`src/rtl/fft_seq_pkg.sv`:
```
// Purpose: shared types and defaults for the FFT job sequencer slice.
// Latency: n/a (types and constants only).
// Backpressure: n/a.
package fft_seq_pkg;

    localparam int FSQ_BIT_WIDTH = 16;
    localparam int FSQ_N_POINTS  = 64;

    // Job mode as carried in bits [1:0] of the command word.
    typedef enum logic [1:0] {
        MODE_IDLE = 2'b00,
        MODE_FFT  = 2'b01,
        MODE_IFFT = 2'b10,
        MODE_FIR  = 2'b11
    } mode_e;

    typedef enum logic [2:0] {
        ST_IDLE    = 3'd0,
        ST_RECEIVE = 3'd1,
        ST_START   = 3'd2,
        ST_WAIT    = 3'd3,
        ST_SEND    = 3'd4
    } state_e;

    // A command word only starts a job when it names a real mode.
    function automatic logic is_job_cmd(input logic [1:0] mode_bits);
        return mode_bits != MODE_IDLE;
    endfunction

endpackage

```
`src/rtl/fft_job_sequencer_if.sv`:
```
// Purpose: pad stream, engine handshake and buffer ports of the job sequencer.
// Latency: n/a (wiring only).
// Backpressure: o_ready on the input stream; the output stream has none.
interface fft_job_sequencer_if #(
    parameter int BIT_WIDTH = 16,
    parameter int ADDR_W    = 6
);
    logic [BIT_WIDTH-1:0] i_data;
    logic                 i_valid;
    logic                 o_ready;
    logic [1:0]           o_eng_mode;
    logic                 o_eng_start;
    logic                 i_eng_done;
    logic                 o_wr_en;
    logic [ADDR_W-1:0]    o_wr_addr;
    logic [BIT_WIDTH-1:0] o_wr_data;
    logic                 o_rd_en;
    logic [ADDR_W-1:0]    o_rd_addr;
    logic [BIT_WIDTH-1:0] i_rd_data;
    logic [BIT_WIDTH-1:0] o_data;
    logic                 o_valid;
    logic                 o_start_bit;
    logic                 o_busy;
    logic                 o_error;

    // Sequencer side.
    modport slave (
        input  i_data, i_valid, i_eng_done, i_rd_data,
        output o_ready, o_eng_mode, o_eng_start, o_wr_en, o_wr_addr, o_wr_data,
               o_rd_en, o_rd_addr, o_data, o_valid, o_start_bit, o_busy, o_error
    );

    // Pad / engine / buffer side.
    modport master (
        output i_data, i_valid, i_eng_done, i_rd_data,
        input  o_ready, o_eng_mode, o_eng_start, o_wr_en, o_wr_addr, o_wr_data,
               o_rd_en, o_rd_addr, o_data, o_valid, o_start_bit, o_busy, o_error
    );
endinterface

```
`src/rtl/fft_seq_watchdog.sv`:
```
// Purpose: counts WAIT cycles and flags expiry at TIMEOUT_CYC-1.
// Latency: expire_o is combinational from the registered count.
// Backpressure: none; load_i restarts the count at 0.
module fft_seq_watchdog #(
    parameter int TIMEOUT_CYC = 4096
) (
    input  logic i_clk,
    input  logic i_rstb,
    input  logic load_i,
    input  logic count_i,
    output logic expire_o
);
    localparam int CW = (TIMEOUT_CYC > 1) ? $clog2(TIMEOUT_CYC) : 1;
    localparam logic [CW-1:0] LAST = CW'(TIMEOUT_CYC - 1);

    logic [CW-1:0] cnt_q;

    // Reload on the cycle before WAIT, then count once per WAIT cycle and hold at expiry.
    always_ff @(posedge i_clk) begin
        if (i_rstb) begin
            cnt_q <= '0;
        end else if (load_i) begin
            cnt_q <= '0;
        end else if (count_i && (cnt_q != LAST)) begin
            cnt_q <= cnt_q + 1'b1;
        end
    end

    assign expire_o = count_i && (cnt_q == LAST);

endmodule

```
`src/rtl/fft_job_sequencer.sv`:
```
// Purpose: sequences one job: command, N_POINTS sample writes, engine start/done, N_POINTS result reads. Watchdog under FFT_SEQ_TIMEOUT_EN.
// Latency: start pulse 1 cycle after last sample; reads begin 1 cycle after done, o_valid 1 cycle after each read.
// Backpressure: o_ready high only in IDLE/RECEIVE; the result stream cannot be stalled.
module fft_job_sequencer
    import fft_seq_pkg::*;
#(
    parameter int BIT_WIDTH   = FSQ_BIT_WIDTH,
    parameter int N_POINTS    = FSQ_N_POINTS,
    parameter int TIMEOUT_CYC = 4096
) (
    input  logic               i_clk,
    input  logic               i_rstb,
    fft_job_sequencer_if.slave bus
);
    localparam int AW = $clog2(N_POINTS);
    localparam logic [AW-1:0] LAST_ADDR = AW'(N_POINTS - 1);

    state_e         state_q;
    logic [AW-1:0]  cnt_q;
    mode_e          mode_q;
    logic           start_q;
    logic           valid_q;
    logic [AW-1:0]  rd_addr_q;

    logic                 ready_d;
    logic                 accept_d;
    logic                 wr_en_d;
    logic [AW-1:0]        wr_addr_d;
    logic [BIT_WIDTH-1:0] wr_data_d;
    logic                 rd_en_d;
    logic [AW-1:0]        rd_addr_d;
    logic                 last_d;

`ifdef FFT_SEQ_TIMEOUT_EN
    logic error_q;
    logic wd_expire;

    fft_seq_watchdog #(
        .TIMEOUT_CYC (TIMEOUT_CYC)
    ) u_watchdog (
        .i_clk    (i_clk),
        .i_rstb   (i_rstb),
        .load_i   (state_q == ST_START),
        .count_i  (state_q == ST_WAIT),
        .expire_o (wd_expire)
    );

    assign bus.o_error = error_q;
`else
    assign bus.o_error = 1'b0;
`endif

    // Stream accept, sample-buffer write and result-buffer read strobes for the current state.
    always_comb begin
        ready_d   = (state_q == ST_IDLE) || (state_q == ST_RECEIVE);
        accept_d  = bus.i_valid && ready_d;
        wr_en_d   = accept_d && (state_q == ST_RECEIVE);
        wr_addr_d = wr_en_d ? cnt_q : '0;
        wr_data_d = wr_en_d ? bus.i_data : '0;
        rd_en_d   = (state_q == ST_SEND);
        rd_addr_d = rd_en_d ? cnt_q : '0;
        last_d    = (cnt_q == LAST_ADDR);
    end

    // Job FSM with its registered outputs; the state change, not the counter wrap, ends each phase.
    always_ff @(posedge i_clk) begin
        if (i_rstb) begin
            state_q   <= ST_IDLE;
            cnt_q     <= '0;
            mode_q    <= MODE_IDLE;
            start_q   <= 1'b0;
            valid_q   <= 1'b0;
            rd_addr_q <= '0;
`ifdef FFT_SEQ_TIMEOUT_EN
            error_q   <= 1'b0;
`endif
        end else begin
            valid_q   <= rd_en_d;
            rd_addr_q <= rd_addr_d;
            start_q   <= 1'b0;
            case (state_q)
                ST_IDLE: begin
                    if (accept_d && is_job_cmd(bus.i_data[1:0])) begin
                        mode_q  <= mode_e'(bus.i_data[1:0]);
                        cnt_q   <= '0;
                        state_q <= ST_RECEIVE;
`ifdef FFT_SEQ_TIMEOUT_EN
                        error_q <= 1'b0;
`endif
                    end
                end
                ST_RECEIVE: begin
                    if (accept_d) begin
                        cnt_q <= cnt_q + 1'b1;
                        if (last_d) begin
                            state_q <= ST_START;
                            start_q <= 1'b1;
                        end
                    end
                end
                ST_START: begin
                    state_q <= ST_WAIT;
                end
                ST_WAIT: begin
                    if (bus.i_eng_done) begin
                        cnt_q   <= '0;
                        state_q <= ST_SEND;
                    end
`ifdef FFT_SEQ_TIMEOUT_EN
                    else if (wd_expire) begin
                        error_q <= 1'b1;
                        state_q <= ST_IDLE;
                    end
`endif
                end
                ST_SEND: begin
                    cnt_q <= cnt_q + 1'b1;
                    if (last_d) begin
                        state_q <= ST_IDLE;
                    end
                end
                default: begin
                    state_q <= ST_IDLE;
                end
            endcase
        end
    end

    assign bus.o_ready     = ready_d;
    assign bus.o_eng_mode  = mode_q;
    assign bus.o_eng_start = start_q;
    assign bus.o_wr_en     = wr_en_d;
    assign bus.o_wr_addr   = wr_addr_d;
    assign bus.o_wr_data   = wr_data_d;
    assign bus.o_rd_en     = rd_en_d;
    assign bus.o_rd_addr   = rd_addr_d;
    assign bus.o_data      = bus.i_rd_data;
    assign bus.o_valid     = valid_q;
    assign bus.o_start_bit = valid_q && (rd_addr_q == '0);
    assign bus.o_busy      = (state_q != ST_IDLE);

endmodule

```
`src/flat_wrapper.sv`:
```
// flat-port wrapper written by rule: the top's interface ports become plain ports
module fft_job_sequencer_flat import fft_seq_pkg::*;
#(
    parameter int BIT_WIDTH   = FSQ_BIT_WIDTH,
    parameter int N_POINTS    = FSQ_N_POINTS,
    parameter int TIMEOUT_CYC = 4096
)
  (i_clk, i_rstb, bus_i_data, bus_i_valid, bus_i_eng_done, bus_i_rd_data, bus_o_ready, bus_o_eng_mode, bus_o_eng_start, bus_o_wr_en, bus_o_wr_addr, bus_o_wr_data, bus_o_rd_en, bus_o_rd_addr, bus_o_data, bus_o_valid, bus_o_start_bit, bus_o_busy, bus_o_error);
  fft_job_sequencer_if #(.BIT_WIDTH(BIT_WIDTH), .ADDR_W(6)) bus_i ();
  input  logic i_clk;
  input  logic i_rstb;
  input wire logic [$bits(bus_i.i_data)-1:0] bus_i_data;
  input wire logic [$bits(bus_i.i_valid)-1:0] bus_i_valid;
  input wire logic [$bits(bus_i.i_eng_done)-1:0] bus_i_eng_done;
  input wire logic [$bits(bus_i.i_rd_data)-1:0] bus_i_rd_data;
  output wire logic [$bits(bus_i.o_ready)-1:0] bus_o_ready;
  output wire logic [$bits(bus_i.o_eng_mode)-1:0] bus_o_eng_mode;
  output wire logic [$bits(bus_i.o_eng_start)-1:0] bus_o_eng_start;
  output wire logic [$bits(bus_i.o_wr_en)-1:0] bus_o_wr_en;
  output wire logic [$bits(bus_i.o_wr_addr)-1:0] bus_o_wr_addr;
  output wire logic [$bits(bus_i.o_wr_data)-1:0] bus_o_wr_data;
  output wire logic [$bits(bus_i.o_rd_en)-1:0] bus_o_rd_en;
  output wire logic [$bits(bus_i.o_rd_addr)-1:0] bus_o_rd_addr;
  output wire logic [$bits(bus_i.o_data)-1:0] bus_o_data;
  output wire logic [$bits(bus_i.o_valid)-1:0] bus_o_valid;
  output wire logic [$bits(bus_i.o_start_bit)-1:0] bus_o_start_bit;
  output wire logic [$bits(bus_i.o_busy)-1:0] bus_o_busy;
  output wire logic [$bits(bus_i.o_error)-1:0] bus_o_error;
  assign bus_i.i_data = bus_i_data;
  assign bus_i.i_valid = bus_i_valid;
  assign bus_i.i_eng_done = bus_i_eng_done;
  assign bus_i.i_rd_data = bus_i_rd_data;
  assign bus_o_ready = bus_i.o_ready;
  assign bus_o_eng_mode = bus_i.o_eng_mode;
  assign bus_o_eng_start = bus_i.o_eng_start;
  assign bus_o_wr_en = bus_i.o_wr_en;
  assign bus_o_wr_addr = bus_i.o_wr_addr;
  assign bus_o_wr_data = bus_i.o_wr_data;
  assign bus_o_rd_en = bus_i.o_rd_en;
  assign bus_o_rd_addr = bus_i.o_rd_addr;
  assign bus_o_data = bus_i.o_data;
  assign bus_o_valid = bus_i.o_valid;
  assign bus_o_start_bit = bus_i.o_start_bit;
  assign bus_o_busy = bus_i.o_busy;
  assign bus_o_error = bus_i.o_error;
  fft_job_sequencer #(.BIT_WIDTH(BIT_WIDTH), .N_POINTS(N_POINTS), .TIMEOUT_CYC(TIMEOUT_CYC)) u_core (.i_clk(i_clk), .i_rstb(i_rstb), .bus(bus_i));
endmodule
```
`config.mk`:
```
export PLATFORM = sky130hd
export DESIGN_NAME = fft_job_sequencer_flat
export DESIGN_NICKNAME = d
export VERILOG_FILES = /design/src/rtl/fft_seq_pkg.sv /design/src/rtl/fft_job_sequencer_if.sv /design/src/rtl/fft_seq_watchdog.sv /design/src/rtl/fft_job_sequencer.sv /design/src/flat_wrapper.sv
export SDC_FILE = /design/constraint.sdc
export NUM_CORES = 1
export LEC_CHECK = 0
export BUFFER_PORTS_ARGS = -buffer_cell sky130_fd_sc_hd__buf_2
export CORE_MARGIN = 2
export CORE_UTILIZATION = 42
export DETAILED_ROUTE_END_ITERATION = 12
export HOLD_SLACK_MARGIN = 0.06
export PLACE_DENSITY = 0.87
export SETUP_SLACK_MARGIN = 0.1
export SLEW_MARGIN = 15
export SYNTH_ARGS = -nofsm -noshare
export SYNTH_HDL_FRONTEND = slang
export SYNTH_SLANG_ARGS = --single-unit
```
`constraint.sdc`:
```
create_clock -name i_clk -period 3.2 [get_ports i_clk]
set_input_delay 0.64 -clock i_clk [delete_from_list [all_inputs] [get_ports i_clk]]
set_output_delay 0.64 -clock i_clk [all_outputs]
set_load 0.01 [all_outputs]
```
* Yosys cells after proc, flatten, opt, wreduce, memory -nomap -nowiden *
Cells that the tools add are included.

operators by class
  reductions and logical operators = 14
  shifts and indexed selects = 0
  bitwise gates (word level) = 2
  eq/ne operators = 10
  $lt $le $gt $ge = 0
  muxes and demuxes = 14
  divide/modulo/power cells = 0
  multipliers = 0
  add/sub/neg operators = 1

operator list
  cell                 number
  $mux 6               5
  $pmux 6 s4           1
  $mux 16              1
  $mux 3               5
  $pmux 3 s5           1
  $add 6x1->6 const B  1
  $eq 3x2->1 const B   2
  $eq 6x6->1 const B   1
  $logic_not 6->1      1
  $ne 2x1->1 const B   3
  $reduce_and 5->1     1
  $logic_and 1x1->1    4
  $ne 2x2->1 const B   2
  $reduce_and 4->1     1
  $reduce_bool 4->1    1
  $eq 3x1->1 const B   1
  $eq 3x3->1 const B   1
  $logic_not 3->1      1
  $reduce_bool 3->1    1
  $reduce_or 3->1      1
  $not 1->1            2
  $reduce_and 2->1     1
  $reduce_bool 2->1    1
  $logic_or 1x1->1     1
  $mux 1               1

storage, ports and cells
  flip-flop bits (word level) = 19
  word-level logic and storage cells = 47
  input port bits = 36
  latch bits = 0
  memory bits (writable) = 0
  ROM bits = 0
  memories kept = 0
  output and inout bits = 54

* Logic depth before layout (Yosys ltp) *
Gate-level depths: netlist (run 1).

  depth in word-level cells = 6
  gate-level depth with buffers = 6
  depth with buffers taken out = 5

* Worst setup path before layout (run 1) *
No wires, ideal clock.

  path type = input-to-output
  start = input port bus_i_valid
  end = output port bus_o_wr_addr[1]
  cell stages on the path = 3
  slack = 1,173 ps
  arrival = 1,387 ps
  cell sequence = and4bb_2 > clkbuf_1 > and2_1

between the ends
  longest elaborated chain between the ends = 3

RTL lines
  item               RTL line                 source
  start, declared    flat_wrapper.sv:13       input wire logic [$bits(bus_i.i_valid)-1:0] bus_i_valid;
  $logic_and 1x1->1  fft_job_sequencer.sv:56  accept_d = bus.i_valid && ready_d;
  $logic_and 1x1->1  fft_job_sequencer.sv:57  wr_en_d = accept_d && (state_q == ST_RECEIVE);
  net bus_o_wr_en    flat_wrapper.sv:19       output wire logic [$bits(bus_i.o_wr_en)-1:0] bus_o_wr_en;
  $mux 6             fft_job_sequencer.sv:58  wr_addr_d = wr_en_d ? cnt_q : '0;
  end, declared      flat_wrapper.sv:20       output wire logic [$bits(bus_i.o_wr_addr)-1:0] bus_o_wr_addr;

The timed path passes the listed nets, and every way through them passes these cells.

* Worst setup path after layout (run 1) *
  start = register u_core.state_q[1]
  end = output port bus_o_wr_data[10]

between the ends
  longest elaborated chain between the ends = 5

RTL lines
  item                                                  RTL line                                          source
  start, declared                                       fft_job_sequencer.sv:18                           state_e state_q;
  start signal, assigned                                fft_job_sequencer.sv:68                           state_q <= ST_IDLE;
  start signal, assigned                                fft_job_sequencer.sv:86                           state_q <= ST_RECEIVE;
  start signal, assigned                                fft_job_sequencer.sv:96                           state_q <= ST_START;
  $eq 3x1->1 / $logic_not 3->1 (equally long branches)  fft_job_sequencer.sv:55, fft_job_sequencer.sv:57
  $logic_or 1x1->1                                      fft_job_sequencer.sv:55                           ready_d = (state_q == ST_IDLE) || (state_q == ST_RECEIVE);
  $logic_and 1x1->1                                     fft_job_sequencer.sv:56
  $logic_and 1x1->1 (*)                                 fft_job_sequencer.sv:57
  $mux 16 (*)                                           fft_job_sequencer.sv:59                           wr_data_d = wr_en_d ? bus.i_data : '0;
  end, declared                                         flat_wrapper.sv:21                                output wire logic [$bits(bus_i.o_wr_data)-1:0] bus_o_wr_data;

Every way passes the cells marked *; elsewhere a longest branch is shown, timed or not.

==> results of run 1 <==
metrics by stage:
stage	util (%)	instance area, µm²	setup slack [ps]	hold WS, ps	power [mW]
6_report	50.1	1350	808	460	0.423
3_3_place_gp	49.1	1320	1010	444	0.308
4_1_cts	50.1	1350	819	462	0.425
2_1_floorplan	-	1170	1170	481	0.305
5_1_grt	50.1	1350	684	483	0.442
3_5_place_dp	49.1	1320	982	447	0.309
how the worst max path moves through the flow:
| stage | end |
|---|---|
| after global routing | bus_o_wr_addr[4] |
| after floorplan | bus_o_wr_addr[1] |
| after detailed placement | bus_o_wr_addr[4] |
| final | bus_o_wr_data[10] |
| after global placement | bus_o_wr_data[14] |
| after CTS | bus_o_wr_data[10] |
metal layers:
layer | part of all wire, % | GRT usage [%]
met1 | 42 | 18.7
met2 | 49 | 24.6
met3 | 7.4 | 4.15
met4 | 1.2 | 6.46
met5 | 0 | 0
layout by cell type, fill, tap and decap left out, drive strengths merged, types with 2 or more instances in the layout:
cell type	instances
buf	56
and2	32
dfxtp	19
nand2	8
nand3	6
a21oi	6
nor2	6
nor3	6
inv	4
nor4	3
o311a	3
clkbuf	3
mux2	2
a41oi	2
a311oi	2
or2	2
o21ai	2
flip-flops by register name, indices dropped and copies added, names as in the netlist:
name	count
u_core.bus.o_eng_start	1
u_core.rd_addr_q	6
u_core.bus.o_valid	1
u_core.state_q	3
u_core.cnt_q	6
u_core.bus.o_eng_mode	2
power by group through the flow:
stage	Clock, mW	Sequential, mW	Combinational (mW)
2_1_floorplan	0	0.248	0.0570
3_3_place_gp	0	0.250	0.0582
6_report	0.119	0.245	0.0586
5_1_grt	0.133	0.246	0.0641
3_5_place_dp	0	0.250	0.0587
4_1_cts	0.121	0.245	0.0589
worst max-delay path, delay by kind of cell, from the launching register on:
family,cells,cell delay [ps]
flops,1,680
simple gates,2,650
buf+inv,1,130
layout make-up:
class | instances | area [µm²] | share of cell area, %
clock buffers | 3 | 22.5 | 1.67
clock inverters | 1 | 5.00 | 0.372
inverters | 4 | 15.0 | 1.12
multi-input cells | 92 | 604 | 44.9
flip-flops and latches | 19 | 380 | 28.3
well taps | 31 | 38.8 | 2.88
repair buffers | 56 | 280 | 20.8
cell families (layout without fill, tap and decap cells):
| family | Yosys count | in the layout |
|---|---|---|
| AND/OR/NAND/NOR | 69 | 69 |
| buffers and inverters | 29 | 64 |
| flip-flops | 19 | 19 |
| AO/OA/AOI/OAI | 18 | 18 |
| multiplexers | 2 | 2 |
| adder cells (fa/ha/maj) | 1 | 1 |
| other | 1 | 1 |
| XOR/XNOR | 1 | 1 |
==> key figures, run 1 <==
Outcome
  • Status: complete, no violations

Worst hold path
  • Min-delay src: u_core.bus.o_eng_mode[1]
  • Hold endpoint: u_core.bus.o_eng_mode[1]
  • WHS Path Cells: 2
  • Worst hold path type: register to register

CTS
  • TritonCTS clock tree: done
  • Cts hold-fix bufs: 0
  • Post-CTS sizing: 0
  • CTS H-tree lvls: 1
  • Worst-Skew Late Latency: ~290 ps
  • CTS Buf Count: 3
  • CTS root buf: clkbuf_4
  • Post-CTS setup buffer count: 0
  • CTS clk-pin slew, worst paths: 110 ps
  • Max clock buf depth: 2
  • Num Clock Sinks: 19

Global route
  • Grt ovf: 0
  • Initial antenna violation count: 0
  • Vias in the first global route: 881
  • Largest net degree at the start of global routing: 26
  • GRT Resource Usage Total: 15.1%
  • First-pass GRT wire length: slightly below 4 mm

Pwr
  • Switching portion of total power: 25.6%
  • Clock power share: 28.2%
  • Peak supply drop: 223 µV
  • Internal power: 0.315 mW
  • PwrDens: 314 mW/mm²
  • Psw: 0.108 mW
  • Reg power frac: between 50 and 60%
  • Static leakage: between 0.6 and 0.7 nW
  • Power share of the combinational group: 13.9%

Worst setup path
  • R2R cell count: 4
  • WP data required: 2560 ps
  • Max FO, Critical Path: 25
  • Crit path kind: register to output port
  • Critical Path Slowest Stage Cell: dfxtp_1
  • Startpoint Class: register
  • Critical path, cell by cell: and4bb_2 > and2_1 > buf_2
  • R2r endpoint: u_core.cnt_q[3]
  • Worst Path Arrival: 1750 ps
  • Worst r2r src: u_core.state_q[1]
  • FF-to-FF setup slack: 1340 ps
  • Setup crit end kind: output port
  • Worst Setup SP: u_core.state_q[1]
  • Max incr delay on CP: 680 ps

Logic synthesis
  • Compound-Gate Fraction of Synth Area: 11.1%
  • Main synth FF type: dfxtp_1
  • Mapped Cells: 140
  • Post-Synth Adder-Cell Area: 1.07%
  • Most common cell in the netlist: and2_1
  • Synth top area share: about 33%
  • Count of cell types in the netlist: 36
  • Yosys reg bits: 19
  • Post-synthesis simple-gate area fraction: 35.9%
  • Post-synthesis sequential area ratio: about a third
  • Post-Synth XOR/XNOR Area: 0.750%
  • Synth Net Count: around 180
  • Cell Area, Synth: 0.00117 mm²
  • Top post-synthesis cells by count: and2_1 (32), dfxtp_1 (19), buf_4 (17)
  • Mux cell area share after synthesis: 2.57%
  • Syn Area/Cell: 8.34 µm²
  • Post-synth ARST share: 0%
  • Yosys warns: 0
  • Largest family of logic cells by synthesized area: simple AND/OR/NAND/NOR gates
  • Area leader, netlist: dfxtp_1
  • Post-synth EDFFs: 0
  • Largest cells by area after synthesis: dfxtp_1 (33%), and2_1 (17%), buf_4 (11%)

Timing
  • Final period utilization: between 70% and 80%
  • Worst Tran Pin Value: 538 ps
  • Clk_skew: 2.30 ps
  • RSZ-0062 raised after global routing: false
  • Max Slew Vio Count: 0
  • Max-slew headroom: 64.1%
  • Setup TNS: 0 ps
  • Final Setup Violations: 0
  • Final Hold Fails: 0
  • Final min period: 2390 ps
  • Highest Clock Rate: 418 MHz

Finish
  • Finished Layout Cells: slightly above 200
  • Area Overhead vs Synth: 15.3%
  • Fin nets: roughly 210
  • Proportion of layout cells with a drive suffix above 1: 38.3%
  • ANT cells: 0
  • # fillers: approximately 270

Floorplan
  • Die Span X: 56.7 µm
  • IO Count: 90
  • Cell Rows: 19
  • Total core area: 0.00269 mm²
  • Die Y: 56.7 µm
  • Die ar.: 0.00322 mm²
  • Initial Util: 43.5%

Drt
  • WL/cell: 12.0 µm
  • Via/cell ratio: 5.02
  • DRT Wirelength: 2.46 mm
  • Drt first-iter violations: 21
  • Routed vias: 1034
  • Number of iterations in the first detailed-routing pass: 4
  • Post-route ant nets: 0
  • Residual DRC: 0

Placed design
  • GPL Wtd Cong: just under 0.8
  • Port bufs: 56
  • Dpl cells: 202
  • DP Wirelength: 1.90 mm

Run
  • # Max-Cap Violations: 0
No activity file was read; power rests on OpenSTA's default activity.
==> run 2: changes to the inputs <==
--- a/config.mk
+++ b/config.mk
@@ -5,12 +5,13 @@
 export SDC_FILE = /design/constraint.sdc
 export NUM_CORES = 1
 export LEC_CHECK = 0
+export ABC_AREA = 1
 export BUFFER_PORTS_ARGS = -buffer_cell sky130_fd_sc_hd__buf_2
 export CORE_MARGIN = 2
-export CORE_UTILIZATION = 42
+export CORE_UTILIZATION = 36
 export DETAILED_ROUTE_END_ITERATION = 12
 export HOLD_SLACK_MARGIN = 0.06
-export PLACE_DENSITY = 0.87
+export PLACE_DENSITY = 0.79
 export SETUP_SLACK_MARGIN = 0.1
 export SLEW_MARGIN = 15
 export SYNTH_ARGS = -nofsm -noshare
==> constraint.sdc (replaced) <==
create_clock -name i_clk -period 2.1 [get_ports i_clk]
set_input_delay 0.42 -clock i_clk [delete_from_list [all_inputs] [get_ports i_clk]]
set_output_delay 0.42 -clock i_clk [all_outputs]
set_load 0.01 [all_outputs]
==> key figures, run 2 <==
Timing
  • Final min period: 1970 ps
  • Final period utilization: 94.0%
  • Clk_skew: between 10 and 15 ps
  • RSZ-0062 raised after global routing: true
  • Final Setup Violations: 0
  • Setup TNS: 0 ps
  • Final Hold Fails: 0
  • Max Slew Vio Count: 0
  • Highest Clock Rate: 506 MHz
  • Hold_ws: 306 ps

Finish
  • Proportion of layout cells with a drive suffix above 1: 39.1%
  • Largest regs: u_core.cnt_q: 6 flops, u_core.rd_addr_q: 6 flops, u_core.state_q: 3 flops
  • Commonest non-fill, non-tap cell in the layout: buf_2
  • Reg area: between 300 and 400 µm²
  • Area of the multi-input gates: 581 µm²
  • ANT cells: 0
  • Most frequent cells in the layout: buf_2 (56), nor2_1 (53), inv_1 (33), nand2_1 (25), dfxtp_1 (16)
  • Area Overhead vs Synth: 29.8%
  • Finished Cell Area: 0.00158 mm²
  • # fillers: about 350
  • Fin nets: 286

Logic synthesis
  • Synth top area share: 31.3%
  • Post-synth EDFFs: 0
  • Most common cell in the netlist: nor2_1
  • Syn Area/Cell: 6.16 µm²
  • Area leader, netlist: dfxtp_1
  • Main synth FF type: dfxtp_1
  • Synth Net Count: 234
  • Mapped Cells: slightly below 200
  • Yosys warns: 0
  • Post-synthesis sequential area ratio: 31.3%
  • Count of cell types in the netlist: 24
  • Cell Area, Synth: 0.00121 mm²
  • Yosys reg bits: 19
  • Top post-synthesis cells by count: nor2_1 (59), inv_1 (35), nand2_1 (25)
  • Post-synth ARST share: 0%
  • Largest cells by area after synthesis: dfxtp_1 (31%), nor2_1 (18%), inv_1 (11%)

Drt
  • Via/cell ratio: 4.30
  • WL/cell: 9.61 µm
  • Number of iterations in the first detailed-routing pass: 4
  • Drt first-iter violations: 31
  • Post-route ant nets: 0
  • Residual DRC: 0
  • DRT Wirelength: 2.83 mm
  • Routed vias: 1263

Floorplan
  • Die Y: 62.1 µm
  • Total core area: 0.00328 mm²
  • Die Span X: 62.1 µm
  • Cell Rows: 21
  • Die ar.: a little under 0.004 mm²
  • IO Count: 90
  • Initial Util: a little under two fifths

Worst setup path
  • Max FO, Critical Path: 6
  • Worst Path Arrival: roughly 1600 ps
  • Startpoint Class: register
  • WP data required: 1680 ps
  • Crit path kind: register to output port
  • Setup crit end kind: output port

CTS
  • CTS Buf Count: 3
  • Worst-Skew Late Latency: 310 ps
  • Cts hold-fix bufs: 0
  • CTS H-tree lvls: 1
  • Max clock buf depth: 2
  • CTS clk-pin slew, worst paths: 120 ps
  • CTS root buf: clkbuf_4
  • Num Clock Sinks: 19
  • TritonCTS clock tree: done

Pwr
  • Switching portion of total power: around 50%
  • Power share of the combinational group: approximately 62%
  • PwrDens: 1200 mW/mm²
  • Pwr Total: 1.89 mW
  • Static leakage: 0.878 nW
  • Psw: 0.927 mW
  • Reg power frac: 27.6%
  • Internal power: 0.962 mW
  • Clock power share: 10.1%
  • Peak supply drop: 751 µV

Worst hold path
  • Worst hold path type: input port to register

Global route
  • Largest net degree at the start of global routing: 13
  • Met3 Resource Use GR: 4.35%
  • M1 GR Usage: between 15 and 20%
  • Routing usage on met2: between 20% and 30%
  • Vias in the first global route: 1010
  • GRT Max-Usage Layer: met2
  • GRT Resource Usage Total: 14.4%
  • Grt ovf: 0
  • Initial antenna violation count: 0
  • First-pass GRT wire length: between 4 and 5 mm

Run
  • # Max-Cap Violations: 0

Placed design
  • Placement Cell Area: 0.00141 mm²
  • GPL Wtd Cong: 0.814
  • DP Wirelength: 1.96 mm
  • Port bufs: 56

Outcome
  • Status: complete, no violations
## run 2: logic make-up (layout without fill, tap and decap cells)
logic type / after synthesis / count (layout) / share of synthesized area, %
AND/OR/NAND/NOR: 108 / 108 / 39.4
buffers and inverters: 57 / 108 / 23.1
flip-flops: 19 / 19 / 31.3
AO/OA/AOI/OAI: 10 / 10 / 4.12
adder cells (fa/ha/maj): 1 / 1 / 1.03
other: 1 / 1 / 0.309
XOR/XNOR: 1 / 1 / 0.722
## run 2: area by class of cell
cell class                 count  share of cell area (%)
multi-input combinational    121                    36.9
tap                           46                    3.65
clock buffer                   3                    1.43
inverter                      38                    9.45
sequential                    19                    24.7
clock inverter                 1                   0.318
timing repair inverter         2                   0.953
timing repair buffer          64                    22.6
## run 2: worst paths after layout
kind / from / end / slack [ps] / depth (start not counted)
setup / recovery: u_core.state_q[2] / bus_o_wr_addr[2] / 130 / 7
hold / removal: i_rstb / u_core.cnt_q[2] / 310 / 2
setup reg to reg: u_core.state_q[2] / u_core.bus.o_eng_start / 610 / 8
hold reg to reg: u_core.cnt_q[2] / u_core.cnt_q[2] / 540 / 2
## run 2: power by group through the flow
stage	Clock, mW	Sequential [mW]	Combinational (mW)
global route	0.215	0.531	1.33
global placement	0	0.514	0.979
detailed placement	0	0.516	0.996
floorplan	0	0.508	0.776
finish	0.190	0.522	1.18
CTS	0.197	0.512	1.12
## run 2: critical path, cell delays in order, from the launching register on
cell and delay, ps:
dfxtp_4 370, inv_4 70, nand3_4 100, nor2_4 170, buf_12 130, clkinvlp_4 140, nor2_1 130, buf_2 130
## run 2: per-layer routing
metal / up-vias / part of all wire (%) / wire length [µm]
met1: 566 / 45 / 1260
met3: 3 / 6.1 / 171
met4: 0 / 0.32 / 9
met5: - / 0 / 0
met2: 34 / 49 / 1390
li1: 660 / - / -
## run 2: metrics by stage
stage          utilization (%)  instances  worst slack [ps]
2_1_floorplan                -        197               463
3_3_place_gp              43.0        280               223
3_5_place_dp              43.0        280               186
4_1_cts                   46.6        290               114
5_1_grt                   48.0        294              2.03
6_report                  48.0        294               125
## run 2: repair_timing
item	CTS	global route
pin swaps	1	5
gates resized for setup	11	8
gates cloned	2	0
hold endpoints to repair	0	0
setup buffers	4	4
endpoints found under the setup margin	22	22
